<file path="config.mk">
export PLATFORM = sky130hd
export DESIGN_NAME = act_lut_sequencer
export DESIGN_NICKNAME = d
export VERILOG_FILES = /design/src/rtl/act_lut_sequencer.sv
export SDC_FILE = /design/constraint.sdc
export NUM_CORES = 1
export LEC_CHECK = 0
export ABC_AREA = 1
export CELL_PAD_IN_SITES_DETAIL_PLACEMENT = 1
export CELL_PAD_IN_SITES_GLOBAL_PLACEMENT = 2
export CORE_ASPECT_RATIO = 0.8
export CORE_MARGIN = 5
export CORE_UTILIZATION = 36
export CTS_CLUSTER_DIAMETER = 40
export DETAILED_ROUTE_END_ITERATION = 12
export PLACE_DENSITY = 0.95
export SYNTH_ARGS = -nofsm -noshare
export SYNTH_HDL_FRONTEND = slang
export SYNTH_SLANG_ARGS = --single-unit
</file>
<file path="constraint.sdc">
create_clock -name clk -period 10.5 [get_ports clk]
set_clock_uncertainty 0.05 [all_clocks]
set_input_delay 3.15 -clock clk [delete_from_list [all_inputs] [get_ports clk]]
set_output_delay 3.15 -clock clk [all_outputs]
set_load 0.05 [all_outputs]
</file>
<file path="src/rtl/act_lut_sequencer.sv">
// Walks N pre-activations through one shared activation LUT and linearly
// interpolates between adjacent entries, writing one result every three cycles.
module act_lut_sequencer #(
  parameter int N_NEURONS = 4,
  parameter int IN_W      = 8,
  parameter int ADDR_W    = 4,
  parameter int DATA_W    = 8,
  parameter int FRAC_W    = IN_W - ADDR_W
) (
  input  logic                          clk,
  input  logic                          rst,
  input  logic                          start,
  input  logic [N_NEURONS*IN_W-1:0]     in_vec,
  output logic [ADDR_W-1:0]             lut_address,
  input  logic [DATA_W-1:0]             lut_base,
  input  logic [DATA_W-1:0]             lut_next,
  output logic                          busy,
  output logic                          done,
  output logic [N_NEURONS*DATA_W-1:0]   out_vec
);

  localparam int IDX_W  = (N_NEURONS > 1) ? $clog2(N_NEURONS) : 1;
  localparam int PROD_W = DATA_W + FRAC_W + 1;
  localparam logic [IDX_W-1:0] LAST_IDX = IDX_W'(N_NEURONS - 1);

  typedef enum logic [2:0] {
    S_IDLE,
    S_LOOKUP,
    S_MULT,
    S_WB,
    S_DONE
  } state_t;

  state_t                        state_q;
  logic [IDX_W-1:0]              idx_q;
  logic [N_NEURONS*IN_W-1:0]     x_q;
  logic [ADDR_W-1:0]             addr_q;
  logic [DATA_W-1:0]             base_q;
  logic [DATA_W-1:0]             next_q;
  logic [FRAC_W-1:0]             frac_q;
  logic [PROD_W-1:0]             prod_q;
  logic                          busy_q;
  logic                          done_q;
  logic [N_NEURONS*DATA_W-1:0]   out_q;

  logic [FRAC_W-1:0]             curFrac_d;
  logic [ADDR_W-1:0]             nextAddr_d;
  logic [IDX_W-1:0]              nextIdx_d;
  logic [DATA_W:0]               diff_d;
  logic [PROD_W-1:0]             prod_d;
  logic [PROD_W-1:0]             shf_d;
  logic [DATA_W+1:0]             sum_d;
  logic [DATA_W-1:0]             y_d;

  assign nextIdx_d = idx_q + 1'b1;

  // Element selection by constant slices so every index stays in range.
  always_comb begin
    curFrac_d  = '0;
    nextAddr_d = '0;
    for (int k = 0; k < N_NEURONS; k++) begin
      if (k == int'(idx_q))
        curFrac_d = x_q[k*IN_W +: FRAC_W];
      if (k == int'(nextIdx_d))
        nextAddr_d = x_q[k*IN_W + FRAC_W +: ADDR_W];
    end
  end

  // Two's-complement arithmetic on raw bits; frac is zero-extended as unsigned.
  assign diff_d = {next_q[DATA_W-1], next_q} - {base_q[DATA_W-1], base_q};
  assign prod_d = {{FRAC_W{diff_d[DATA_W]}}, diff_d} * {{(DATA_W+1){1'b0}}, frac_q};
  assign shf_d  = $unsigned($signed(prod_q) >>> FRAC_W);
  assign sum_d  = {{2{base_q[DATA_W-1]}}, base_q} + {shf_d[DATA_W], shf_d[DATA_W:0]};

  always_comb begin
    y_d = sum_d[DATA_W-1:0];
    if (sum_d[DATA_W+1] && (sum_d[DATA_W:DATA_W-1] != 2'b11))
      y_d = {1'b1, {(DATA_W-1){1'b0}}};
    else if (!sum_d[DATA_W+1] && (sum_d[DATA_W:DATA_W-1] != 2'b00))
      y_d = {1'b0, {(DATA_W-1){1'b1}}};
  end

  always_ff @(posedge clk or negedge rst) begin
    if (!rst) begin
      state_q <= S_IDLE;
      idx_q   <= '0;
      x_q     <= '0;
      addr_q  <= '0;
      base_q  <= '0;
      next_q  <= '0;
      frac_q  <= '0;
      prod_q  <= '0;
      busy_q  <= 1'b0;
      done_q  <= 1'b0;
      out_q   <= '0;
    end else begin
      done_q <= 1'b0;
      case (state_q)
        S_IDLE: begin
          if (start) begin
            x_q     <= in_vec;
            idx_q   <= '0;
            addr_q  <= in_vec[FRAC_W +: ADDR_W];
            busy_q  <= 1'b1;
            state_q <= S_LOOKUP;
          end
        end
        S_LOOKUP: begin
          base_q  <= lut_base;
          next_q  <= lut_next;
          frac_q  <= curFrac_d;
          state_q <= S_MULT;
        end
        S_MULT: begin
          prod_q  <= prod_d;
          state_q <= S_WB;
        end
        S_WB: begin
          for (int k = 0; k < N_NEURONS; k++) begin
            if (k == int'(idx_q))
              out_q[k*DATA_W +: DATA_W] <= y_d;
          end
          if (idx_q == LAST_IDX) begin
            busy_q  <= 1'b0;
            done_q  <= 1'b1;
            state_q <= S_DONE;
          end else begin
            idx_q   <= nextIdx_d;
            addr_q  <= nextAddr_d;
            state_q <= S_LOOKUP;
          end
        end
        S_DONE: begin
          state_q <= S_IDLE;
        end
        default: begin
          state_q <= S_IDLE;
        end
      endcase
    end
  end

  assign lut_address = addr_q;
  assign busy        = busy_q;
  assign done        = done_q;
  assign out_vec     = out_q;

endmodule

</file>
[After elaboration in Yosys (flattened, before gate mapping)]
Index checks and enable logic that the tools add are counted.
Cells by class
  divide/modulo/power cells: 0
  bitwise logic cells: 0
  multipliers: 1
  mux-type cells: 24
  add/sub/neg operators: 3
  eq/ne operators: 14
  shift operators: 0
  reductions and logical operators: 15
  $lt $le $gt $ge: 0
Operators with widths (count)
  two-way mux 4 bit: 10
  two-way mux 8 bit: 2
  multiplier 9 x 5 -> 13 bit: 1
  one-hot mux 3 bit (4 select lines): 1
  adder 8 x 9 -> 10 bit: 1
  AND reduction 2 bit: 5
  subtractor 8 x 8 -> 9 bit: 1
  equality test 2 bit, first input constant: 4
  != test 2 bit, second input constant: 4
  one-hot mux 4 bit (2 select lines): 1
  equality test 3 x 2 -> 1 bit, second input constant: 2
  two-way mux 3 bit: 2
  AND reduction 3 bit: 2
  equality test 1 x 2 -> 1 bit, first input constant: 2
  logical NOT 2 bit: 2
  two-way mux 1 bit: 4
  two-way mux 2 bit: 2
  one-hot mux 2 bit (2 select lines): 1
  nonzero test 2 bit: 2
  equality test 3 x 1 -> 1 bit, second input constant: 1
  logical NOT 3 bit: 1
  adder 2 x 1 -> 2 bit, second input constant: 1
  equality test 2 bit, second input constant: 1
  logical AND 1 bit: 2
  2 further kinds: 2
Storage, ports and cells
  ROM bits: 0
  input bits: 51
  memories: 0
  latch bits: 0
  logic and storage cells: 71
  register bits after elaboration: 108
  memory bits (writable): 0

[Depth between registers and ports, before layout]
  word-level depth: 8
  gate-level depth with buffers: 27

[Worst setup path after synthesis]
OpenSTA, ideal clock, no wires.
  path kind: flip-flop to flip-flop
  start: reg base_q[0]
  end: reg prod_q[9]
  data arrival time: 4.149 ns
  path slack: 6.218 ns
  cell stages (with the launch flop): 23
  path buffers: 0
  required time: 10.367 ns
  cells stage by stage: dfrtp_1 > ha_1 > fa_1 > inv_1 > nand2_1 > nand2_1 > nand2_1 > xor2_1 > inv_1 > nor2_1 > ha_1 > fa_1 > inv_1 > fa_1 > inv_1 > ha_1 > a21oi_1 > a21boi_0 > nand2_1 > nand3_1 > nand2_1 > xor2_1 > o21ai_0
On the way
  longest elaborated chain between the ends: 2
RTL lines
  start, declared: RTL line 38  | logic [DATA_W-1:0] base_q;
  start signal, assigned: RTL line 109  | base_q <= lut_base;
  subtractor 8 x 8 -> 9 bit: RTL line 70  | assign diff_d = {next_q[DATA_W-1], next_q} - {base_q[DATA_W-1], base_q};
  multiplier 9 x 5 -> 13 bit: RTL line 71  | assign prod_d = {{FRAC_W{diff_d[DATA_W]}}, diff_d} * {{(DATA_W+1){1'b0}}, frac_q};
  end signal, assigned: RTL line 115  | prod_q <= prod_d;
  end, declared: RTL line 41  | logic [PROD_W-1:0] prod_q;
No other way between the ends.
A chain may end at the register's enable or synchronous reset.

[Final worst setup path]
Same ends and word-level chain as after synthesis.

==> flow_metrics.tcl <==
set metrics [dict create \
    gr-usage-all-layers_pct 16.96 \
    drt-initial-drc-count 305 \
    seq_area_frac_synth_pct 40.23 \
    place.port_buffers 88 \
    min_period_ps 4820 \
    layout-drive-gt1-share_pct 7.216 \
    clockBufferDepth 2 \
    clkSinkCount 104 \
    dr_total_vias 5349 \
    ios 89 \
    routed_wl_um 17040 \
    hp-class "reg2reg" \
    critPathArrivalTime_ps 5030 \
    dr.pass1.iters 4 \
    synth_nets 897 \
    ys_seq_elements 104 \
    critPathMaxFanout 5 \
    grt_pass1_wl_um 28630 \
    yosys_warnings 0 \
    place.gp.congestion 0.8269 \
    hpwl_um 13370 \
    root_buffer "clkbuf_16" \
    fin_crit_sh_pct 45.91 \
    holdBufCountCts 0 \
    crit_path_end_kind "register" \
    die_w_um 159.9 \
    status "complete, no violations" \
    synth_area_leader_cell "dfrtp_1" \
    syn-instance-count 783 \
    start_kind "register" \
    dieHeight_um 129.9 \
    worst_slew_pin_slew_ps 996.0 \
    cts-buffers-inserted 9 \
    antenna_found_initial 0 \
    syn-cell-area_um2 6469 \
    grt-ovfl-total 0 \
    clock_latency_ps 350 \
    fmax_mhz 207.5 \
    synth_ff_type "dfrtp_1" \
    synthDistinctLibCells 43 \
    synth_most_common_cell "nand2_1" \
    synth_edf_count 0 \
    rows 43 \
    synth.top_cell.area_share_pct 40.23 \
    drc 0 \
    fillCellCount 2121 \
    setup_violations 0 \
    maxSlewHeadroom_pct 33.09 \
    path_class "reg2reg" \
    critPathRequiredTime_ps 10710 \
    htreeDepth 3 \
    area_delta_synth_final_pct 21.32 \
    first_global_vias 5654 \
    setup_tns_ps 0 \
    vias_per_cell 4.872 \
    cts_resized 0 \
    avgRoutedWirePerCell_um 15.52 \
    final_nets 983 \
    antenna_cells 0 \
    design.core.area_um2 17490 \
    post-cts-setup-buffers 0 \
    cap_violations 0 \
    synth.top_cells.by_count "nand2_1 (189), inv_1 (110), dfrtp_1 (104)" \
    tritoncts "yes" \
    dieArea_um2 20770 \
    grt_max_degree 55 \
    stdcell_area_um2 7848 \
    ant_nets 0 \
    initial_core_util_pct 36.99 \
    hold_viol 0 \
    placed_area_um2 7571 \
    finalMaxSlewViolations 0 \
    rsz0062_at_grt "false" \
    synth_area_per_cell_um2 8.261 \
    synth_area_leaders "dfrtp_1 (40%), nand2_1 (11%), ha_1 (8.5%)" \
    synthArstFlopShare_pct 100.0 \
    clk_pin_slew_ps 70 \
]
-- metrics by stage --
| stage | cells | util [%] | hold slack, ps | setup WS [ps] |
|---|---|---|---|---|
| after floorplan | 783 | - | 402.8 | 6218 |
| after CTS | 1098 | 44.88 | 428.0 | 5685 |
| final | 1098 | 44.88 | 420.8 | 5680 |
| after detailed placement | 1083 | 43.30 | 414.8 | 5510 |
| after global placement | 1083 | 43.30 | 414.2 | 5587 |
| after global routing | 1098 | 44.88 | 462.4 | 5325 |
-- cells by family after synthesis --
kind of cell / count (synthesis) / share of synthesized area [%]
AO/OA/AOI/OAI: 105 / 9.207
adder cells (fa/ha/maj): 63 / 14.39
flip-flops: 104 / 40.23
AND/OR/NAND/NOR: 346 / 22.94
multiplexers: 19 / 3.308
buffers and inverters: 133 / 8.046
XOR/XNOR: 13 / 1.876
-- routing by layer --
| layer | vias up | wire (µm) | GRT usage (%) |
|---|---|---|---|
| met5 | - | 0 | 0 |
| met4 | 0 | 163 | 3.490 |
| met3 | 11 | 556 | 2.779 |
| met2 | 73 | 7920 | 28.79 |
| met1 | 2590 | 8399 | 23.29 |
| li1 | 2675 | - | - |
-- final timing paths --
kind	startpoint	endpoint	slack [ps]	cells after the start
worst max-delay path	base_q[0]	prod_q[9]	5680	22
worst min-delay path	busy	busy	420	2
worst max register to register	base_q[0]	prod_q[9]	5680	22
worst min register to register	busy	busy	420	2
max in group asynchronous	rst	prod_q[10]	6460	2
min in group asynchronous	rst	out_vec[23]	2760	1
-- placed cells by master (no fill, tap or decap), types with 2 or more instances in the layout --
cell type	n
nand2_1	189
inv_6	2
nor2_1	70
clkinv_1	3
inv_2	5
a21oi_1	47
buf_4	3
nand2_2	6
xor2_1	9
ha_1	44
o22ai_1	4
a31oi_1	2
clkinv_4	2
nand3_2	2
a21boi_0	2
mux2_2	19
fa_1	19
o21bai_1	3
nand3_1	61
nor3_1	3
inv_1	110
nand4_1	4
nor2_8	2
xnor2_1	3
or2_2	3
o21ai_0	33
clkdlybuf4s50_1	87
a211oi_1	4
a22oi_1	4
dfrtp_1	104
clkbuf_16	9
-- flip-flops by register name, summed over array words and instances (netlist names) --
register	count
x_q	32
next_q	8
done	1
lut_address	4
state_q	3
out_vec	32
busy	1
idx_q	2
frac_q	4
base_q	8
prod_q	9
-- cell type report --
cell class | count | area (µm²) | area share [%]
Clock buffer | 9 | 225.2 | 2.870
Clock inverter | 6 | 51.30 | 0.6537
Inverter | 118 | 442.9 | 5.644
Multi-Input combinational cell | 546 | 3351 | 42.70
Sequential cell | 104 | 2603 | 33.16
Tap cell | 225 | 281.5 | 3.587
Timing Repair Buffer | 90 | 893.4 | 11.38
-- worst max-delay path, stage by stage (launching register included) --
cell      delay [ps]
dfrtp_1          420
ha_1             270
fa_1             410
inv_1             70
nand2_1           40
nand2_1           80
nand2_1           80
xor2_1           180
inv_1             90
nor2_1           120
ha_1             270
fa_1             540
inv_1             60
fa_1             540
inv_1             40
ha_1             350
a21oi_1          150
a21boi_0         360
nand2_1          130
nand3_1          110
nand2_1           70
xor2_1           130
o21ai_0          160
Power is not shown: default switching activity piles up to over one toggle a cycle in this logic, so the estimate is an artifact.
